[src/rtl/str_feed_ctrl.sv]
// Byte feeder for a string recognizer: FWFT input FIFO, issue/wait controller,
// verdict edge detection with saturating counters, and an ERROR-state timeout resync.
module str_feed_ctrl #(
    parameter int DEPTH = 8,
    parameter int CNT_W = 8,
    parameter int TMO   = 15
) (
    input  logic             clk,
    input  logic             rst,
    input  logic [7:0]       in_data,
    input  logic             in_valid,
    output logic             in_ready,
    input  logic [3:0]       state,
    output logic [7:0]       ch_data,
    output logic             valid,
    output logic             error_verify,
    output logic             str_ok,
    output logic             str_bad,
    output logic [CNT_W-1:0] ok_cnt,
    output logic [CNT_W-1:0] bad_cnt,
    output logic             busy
);
    localparam int AW = $clog2(DEPTH);
    localparam int TW = $clog2(TMO + 1);
    localparam logic [AW:0]   FULL_CNT = (AW + 1)'(DEPTH);
    localparam logic [TW-1:0] TMO_V    = TW'(TMO);
    localparam logic [3:0]    S_STOP   = 4'd2;
    localparam logic [3:0]    S_ERROR  = 4'd3;

    typedef enum logic [1:0] {C_IDLE, C_ISSUE, C_WAIT, C_RESYNC} cst_t;

    cst_t          cst, nxt;
    logic [7:0]    mem [DEPTH];
    logic [AW-1:0] wr_ptr, rd_ptr;
    logic [AW:0]   count;
    logic [TW-1:0] tmo_cnt;
    logic [3:0]    prev_state;
    logic          full, empty, push, pop;

    assign full     = (count == FULL_CNT);
    assign empty    = (count == '0);
    assign in_ready = !full;
    assign push     = in_valid && !full;
    assign pop      = (cst == C_ISSUE);
    assign ch_data  = mem[rd_ptr];
    assign busy     = !empty || (cst != C_IDLE);

    always_ff @(posedge clk) begin
        if (push) mem[wr_ptr] <= in_data;
    end

    always_ff @(posedge clk) begin
        if (rst) begin
            wr_ptr <= '0;
            rd_ptr <= '0;
            count  <= '0;
        end else begin
            if (push) wr_ptr <= wr_ptr + 1'b1;
            if (pop)  rd_ptr <= rd_ptr + 1'b1;
            case ({push, pop})
                2'b10:   count <= count + 1'b1;
                2'b01:   count <= count - 1'b1;
                default: count <= count;
            endcase
        end
    end

    always_ff @(posedge clk) begin
        if (rst) cst <= C_IDLE;
        else     cst <= nxt;
    end

    // STOP is left by the recognizer on its own, so never feed it a byte there.
    always_comb begin
        nxt          = cst;
        valid        = 1'b0;
        error_verify = 1'b0;
        case (cst)
            C_IDLE: begin
                if (!empty && state != S_STOP)
                    nxt = C_ISSUE;
                else if (state == S_ERROR && tmo_cnt == TMO_V)
                    nxt = C_RESYNC;
            end
            C_ISSUE: begin
                valid = 1'b1;
                nxt   = C_WAIT;
            end
            C_WAIT:   nxt = C_IDLE;
            C_RESYNC: begin
                error_verify = 1'b1;
                nxt          = C_IDLE;
            end
            default:  nxt = C_IDLE;
        endcase
    end

    // Counts consecutive cycles stuck in ERROR with nothing left to feed.
    always_ff @(posedge clk) begin
        if (rst)
            tmo_cnt <= '0;
        else if (state != S_ERROR || pop || !empty || cst == C_RESYNC)
            tmo_cnt <= '0;
        else if (tmo_cnt != TMO_V)
            tmo_cnt <= tmo_cnt + 1'b1;
    end

    always_ff @(posedge clk) begin
        if (rst) begin
            prev_state <= '0;
            str_ok     <= 1'b0;
            str_bad    <= 1'b0;
            ok_cnt     <= '0;
            bad_cnt    <= '0;
        end else begin
            prev_state <= state;
            str_ok     <= (state == S_STOP)  && (prev_state != S_STOP);
            str_bad    <= (state == S_ERROR) && (prev_state != S_ERROR);
            if (state == S_STOP && prev_state != S_STOP && ok_cnt != '1)
                ok_cnt <= ok_cnt + 1'b1;
            if (state == S_ERROR && prev_state != S_ERROR && bad_cnt != '1)
                bad_cnt <= bad_cnt + 1'b1;
        end
    end
endmodule

[config.mk]
export PLATFORM = sky130hd
export DESIGN_NAME = str_feed_ctrl
export DESIGN_NICKNAME = d
export VERILOG_FILES = /design/src/rtl/str_feed_ctrl.sv
export SDC_FILE = /design/constraint.sdc
export NUM_CORES = 1
export LEC_CHECK = 0
export ABC_CLOCK_PERIOD_IN_PS = 4500
export CAP_MARGIN = 20
export CORE_AREA = 4 4 94 96
export CTS_CLUSTER_SIZE = 16
export DETAILED_ROUTE_END_ITERATION = 10
export DIE_AREA = 0 0 98 100
export PLACE_DENSITY = 0.76
export SLEW_MARGIN = 25
export SYNTH_ARGS = -nofsm -noshare
export SYNTH_HDL_FRONTEND = slang
export SYNTH_SLANG_ARGS = --single-unit
[constraint.sdc]
create_clock -name clk -period 4.5 [get_ports clk]
set_input_delay 0.9 -clock clk [delete_from_list [all_inputs] [get_ports clk]]
set_output_delay 0.9 -clock clk [all_outputs]
set_load 0.02 [all_outputs]
Yosys cells after proc, flatten, opt, wreduce, memory -nomap -nowiden
Memories as Yosys holds them, arrays and structs flattened. A register that Yosys moved wholly into a read port is not among the register bits.
Cells that the tools add are included.
{"block": "op_classes", "bitwise": 0, "div_mod_pow": 0, "n_mul": 0, "add_sub_neg": 7, "muxes": 10, "n_eq_ne": 17, "n_reduce_logical": 19, "order_cmp": 0, "shifts": 0}
{"op": "8-bit by 1-bit adder with 8-bit output, second input constant", "count": 2}
{"op": "4-bit by 2-bit inequality test with 1-bit output, second input constant", "count": 4}
{"op": "8-bit inequality test, second input constant", "count": 2}
{"op": "4-bit by 1-bit adder with 4-bit output, second input constant", "count": 2}
{"op": "4-bit by 2-bit == test with 1-bit output, second input constant", "count": 2}
{"op": "4-bit == test, second input constant", "count": 2}
{"op": "4-bit case mux with 2 select lines", "count": 1}
{"op": "1-bit logical AND", "count": 7}
{"op": "3-bit by 1-bit adder with 3-bit output, second input constant", "count": 2}
{"op": "2-bit == test, second input constant", "count": 3}
{"op": "3-bit two-way mux", "count": 2}
{"op": "2-bit case mux with 3 select lines", "count": 1}
{"op": "2-bit by 1-bit == test with 1-bit output, second input constant", "count": 2}
{"op": "4-bit logical NOT", "count": 1}
{"op": "1-bit logical OR", "count": 4}
{"op": "1-bit two-way mux", "count": 4}
{"op": "2-bit two-way mux", "count": 2}
{"op": "4-bit inequality test, second input constant", "count": 1}
{"op": "2-bit nonzero test", "count": 2}
{"op": "2-bit OR reduction", "count": 2}
{"op": "4-bit by 1-bit subtractor with 4-bit output, second input constant", "count": 1}
{"op": "3-bit inequality test, second input constant", "count": 1}
{"op": "1-bit logical NOT", "count": 2}
{"op": "2-bit logical NOT", "count": 1}
{"block": "totals", "mem_count": 1, "latch_bits": 0, "ramBits": 64, "regBits": 38, "romBits": 0, "word_cells": 64}
{"name": "mem", "depth": 8, "word_bits": 8, "rd": 1, "rd_clocked_by_memory_dff": 1, "wr": 1, "line_no": "33", "rtl": "logic [7:0] mem [DEPTH];"}

Depth between registers and ports, before layout
{"block": "logic_depth", "depth_word": 5, "depth_mapped": 10, "depth_no_buf": 9}

Worst setup path after synthesis
OpenSTA, ideal clock, no wires.
{"block": "synth_timing", "path_kind": "register -> register", "from": "reg count[0]", "to": "reg count[3]", "synth_period_minus_slack_ns": 2.741, "n_path_buf": 1, "setup_ns": 0.121, "path_slack_ns": 1.759, "required_ns": 4.379, "path_stages_with_launch": 8, "t_arrival_ns": 2.620, "path_cell_list": "dfxtp_1 -> or4b_2 -> clkbuf_1 -> nand2_1 -> ha_1 -> or3_1 -> o32ai_1 -> mux2_2"}
{"block": "synth_via", "elab_chain_cells": 5}
{"element": "start, declared", "line_no": "35", "rtl": "logic [AW:0] count;"}
{"element": "start signal, assigned", "line_no": "61", "rtl": "2'b10: count <= count + 1'b1;"}
{"element": "start signal, assigned", "line_no": "62", "rtl": "2'b01: count <= count - 1'b1;"}
{"element": "start signal, assigned", "line_no": "63", "rtl": "default: count <= count;"}
{"element": "4-bit == test (*)", "line_no": "40", "rtl": "assign full = (count == FULL_CNT);"}
{"element": "1-bit logical NOT (*)"}
{"element": "net in_ready", "line_no": "12", "rtl": "output logic in_ready,"}
{"element": "1-bit logical AND (*)", "line_no": "43", "rtl": "assign push = in_valid && !full;"}
{"element": "2-bit by 1-bit == test with 1-bit output / 2-bit == test (equally long branches)", "line_no": "60", "rtl": "case ({push, pop})"}
{"element": "4-bit case mux with 2 select lines / 2-bit nonzero test (equally long branches)"}
Mark *: on every way through the listed nets, which the timed path passes. The rest lies on a longest branch.
A chain may end at the register's enable or synchronous reset.

==> reports/qor.txt <==
Max-slew headroom -> 0.367
Max stage delay on crit path -> 0.82 ns
Fill cells -> 611
Share of the synthesized area in the top cell type -> 0.445
Met1 wire length -> 3.36 mm
Top-count cell post-synth -> edfxtp_1
Fmax -> 300 MHz
RR Endpoint -> count[2]
Final slew viol count -> 0
Layout cells sized above 1 -> 0.146
Final Instance Area -> 5070 sq um
Final-report hold violation count -> 0
Synth top cells by count -> edfxtp_1, dfxtp_1, nor2_1
Place WS -> 1.41 ns
Die width -> 98 microns
Final setup viols -> 0
Largest net degree at the start of global routing -> 39
Placed Area -> 4890 sq um
Via count -> 2681
Routed len/inst -> 16.8 microns
Row count -> 33
Post-CTS Setup Bufs -> 0
Met3 WL -> 335 microns
Clock sink count -> 105
Synth area leader -> edfxtp_1
Vias in the first global route -> 2645
Sequential element share of the synthesized area -> 0.636
Min Tclk post-route -> 3.33 ns
Avg Inst Size Synth -> 14.0 sq um
Crit path kind -> reg2out
Initial core utilization -> 0.536
Flop-to-flop setup slack -> 1.72 ns
Die footprint -> 9800 sq um
Layout Nets -> 382
Worst skew pair latency -> 0.37 ns
Data required, critical path -> 3.60 ns
DR vias/cell -> 5.72
DPL Wire Length -> 5.33 mm
Crit-path cells -> mux4_2 -> mux2_2 -> clkdlybuf4s50_1
Number of synthesized flops with an enable pin -> 64
DRC violations left -> 0
Leak -> 1.69 nW
Asr flop ratio synth -> 0
Metal2 WL -> 4.04 mm
FF+latch count, synth -> 105
Setup ws final -> 1.17 ns
CP max-delay cell -> dfxtp_1
Min-delay src -> cst[1]
Maximum clock path buffer count -> 2
Routed WL -> 7.89 mm
Period Utilization, post-route -> 0.740
CP Launch Type -> flip-flop
Yosys cell types -> 42
Clock root buffer -> clkbuf_8
Max-Cap Viols -> 0
Iteration-0 DRC Markers -> 75
Mapped cell area -> 4310 sq um
Synthesized netlist cell count -> 309
CORE AREA -> 8050 sq um
Max FO, Critical Path -> 16
I/O Buffers -> 44
Max IR drop VDD -> 0.246 mV
Most used DFF post-synth -> edfxtp_1
Top Layer Used -> met4
DRT antenna net count -> 0
Critical path data arrival time -> 2.43 ns
RSZ-0062 raised after global routing -> false
Worst-margin pin slew -> 0.937 ns
Syn_nets -> 332
First-pass GRT wire length -> 13.1 mm
Total congestion overflow -> 0
Overall fraction of global-route tracks in use -> 0.171
# diodes -> 0
Hold worst-path end -> cst[0]
Worst reg2reg path startpoint -> count[0]
Hold Crit Class -> reg2reg
Reg clk slew, reported paths -> 0.10 ns
CTS tree -> done
Hold path depth -> 1
Power Dens Cells -> 438 nW/um^2
CTS HTree Levels -> 3
Top cells by area, synth -> edfxtp_1, dfxtp_1, mux4_2
First drt pass iteration count -> 4
CP endpoint kind -> output pin
Final GP Congestion -> 0.879
Initial antenna violation count -> 0
Final TNS setup -> 0 ns
I/O pin cnt -> 45
Post_cts resized -> 0
Ys Warns -> 0
Status -> finished clean
Clock buffer count from CTS -> 9
Clk_skew -> 0.00985 ns
Synth-to-Final Area Change -> 17.6%
Worst r2r path cells -> 9
Die H -> 100 microns
Hold-fix buffers at CTS -> 0
-- layer usage --
layer | global-route usage | vias up
met5 | 0 | -
met4 | 0.0596 | 0
met3 | 0.0500 | 15
met2 | 0.293 | 59
met1 | 0.208 | 1319
li1 | - | 1288
-- sequential cells by signal, indices dropped and copies added (netlist names), named ones only --
| register | flops |
|---|---|
| count | 4 |
| ok_cnt | 8 |
| cst | 2 |
| mem | 64 |
| tmo_cnt | 4 |
| str_bad | 1 |
| prev_state | 4 |
| bad_cnt | 8 |
| wr_ptr | 3 |
| str_ok | 1 |
| rd_ptr | 3 |
-- worst max-delay path: cells and delay by family (launching register included) --
kind | cells | cell delay, ns
buf+inv | 1 | 0.54
flops | 1 | 0.82
mux | 2 | 0.69
-- layout make-up --
cell class	count	area, sq um	share of cell area
clock buffers	10	128	0.0252
clock inverters	6	57.6	0.0113
inverters	3	11.3	0.00222
multi-input cells	189	1510	0.297
flip-flops and latches	105	2740	0.541
well taps	105	131	0.0259
repair buffers	51	493	0.0972
-- worst max-delay path by stage --
stage,from,endpoint,slack [ns],cells past startpoint
final,flip-flop,ch_data[6],1.17,3
after global routing,flip-flop,ch_data[6],1.08,3
after CTS,flip-flop,ch_data[6],1.12,3
after detailed placement,in_valid,count[3],1.41,6
after global placement,in_valid,count[3],1.49,6
after floorplan,count[0],count[3],1.76,7
-- report_power, final --
part,total (mW),switching [mW],internal [mW],leakage (nW)
sequential,1.14,0.0515,1.09,0.914
clock,0.548,0.333,0.215,0.0953
combinational,0.535,0.254,0.281,0.681
-- cell families (layout without fill, tap and decap cells) --
logic type      after synthesis  after routing  synth area share
simple gates                108            108             0.137
xor+xnor                      9              9            0.0183
flops                       105            105             0.636
buf+inv                      15             70            0.0145
mux                          32             32             0.124
compound gates               32             32            0.0473
fa+ha+maj                     8              8            0.0232
-- through the flow --
step	total power [mW]	hold WS, ns	util	cells
after floorplan	1.52	0.453	-	309
after global placement	1.69	0.473	0.607	453
after detailed placement	1.70	0.487	0.607	453
after CTS	2.25	0.501	0.630	469
after global routing	2.34	0.539	0.630	469
final	2.22	0.496	0.630	469
-- cells in the final DEF, fill, tap and decap left out, drive strengths merged, types with 2 or more instances in the layout --
cell           instances
or4b                   3
nand2                 14
nor4                   3
inv                    7
nand4bb                2
mux2                  10
o21ai                  4
edfxtp                64
nor3                   9
and3                   2
xnor2                  2
dfxtp                 41
and4                   3
nor2b                 10
clkbuf                10
ha                     8
a31oi                  6
clkdlybuf4s50         44
or3                    5
mux4                  16
or4                    6
a211oi                 2
nand2b                 3
clkinv                 2
a21oi                 13
nand3                 14
o31ai                  3
buf                    7
xor2                   7
nor2                  28
mux2i                  6
No activity file was read; power rests on OpenSTA's default activity.
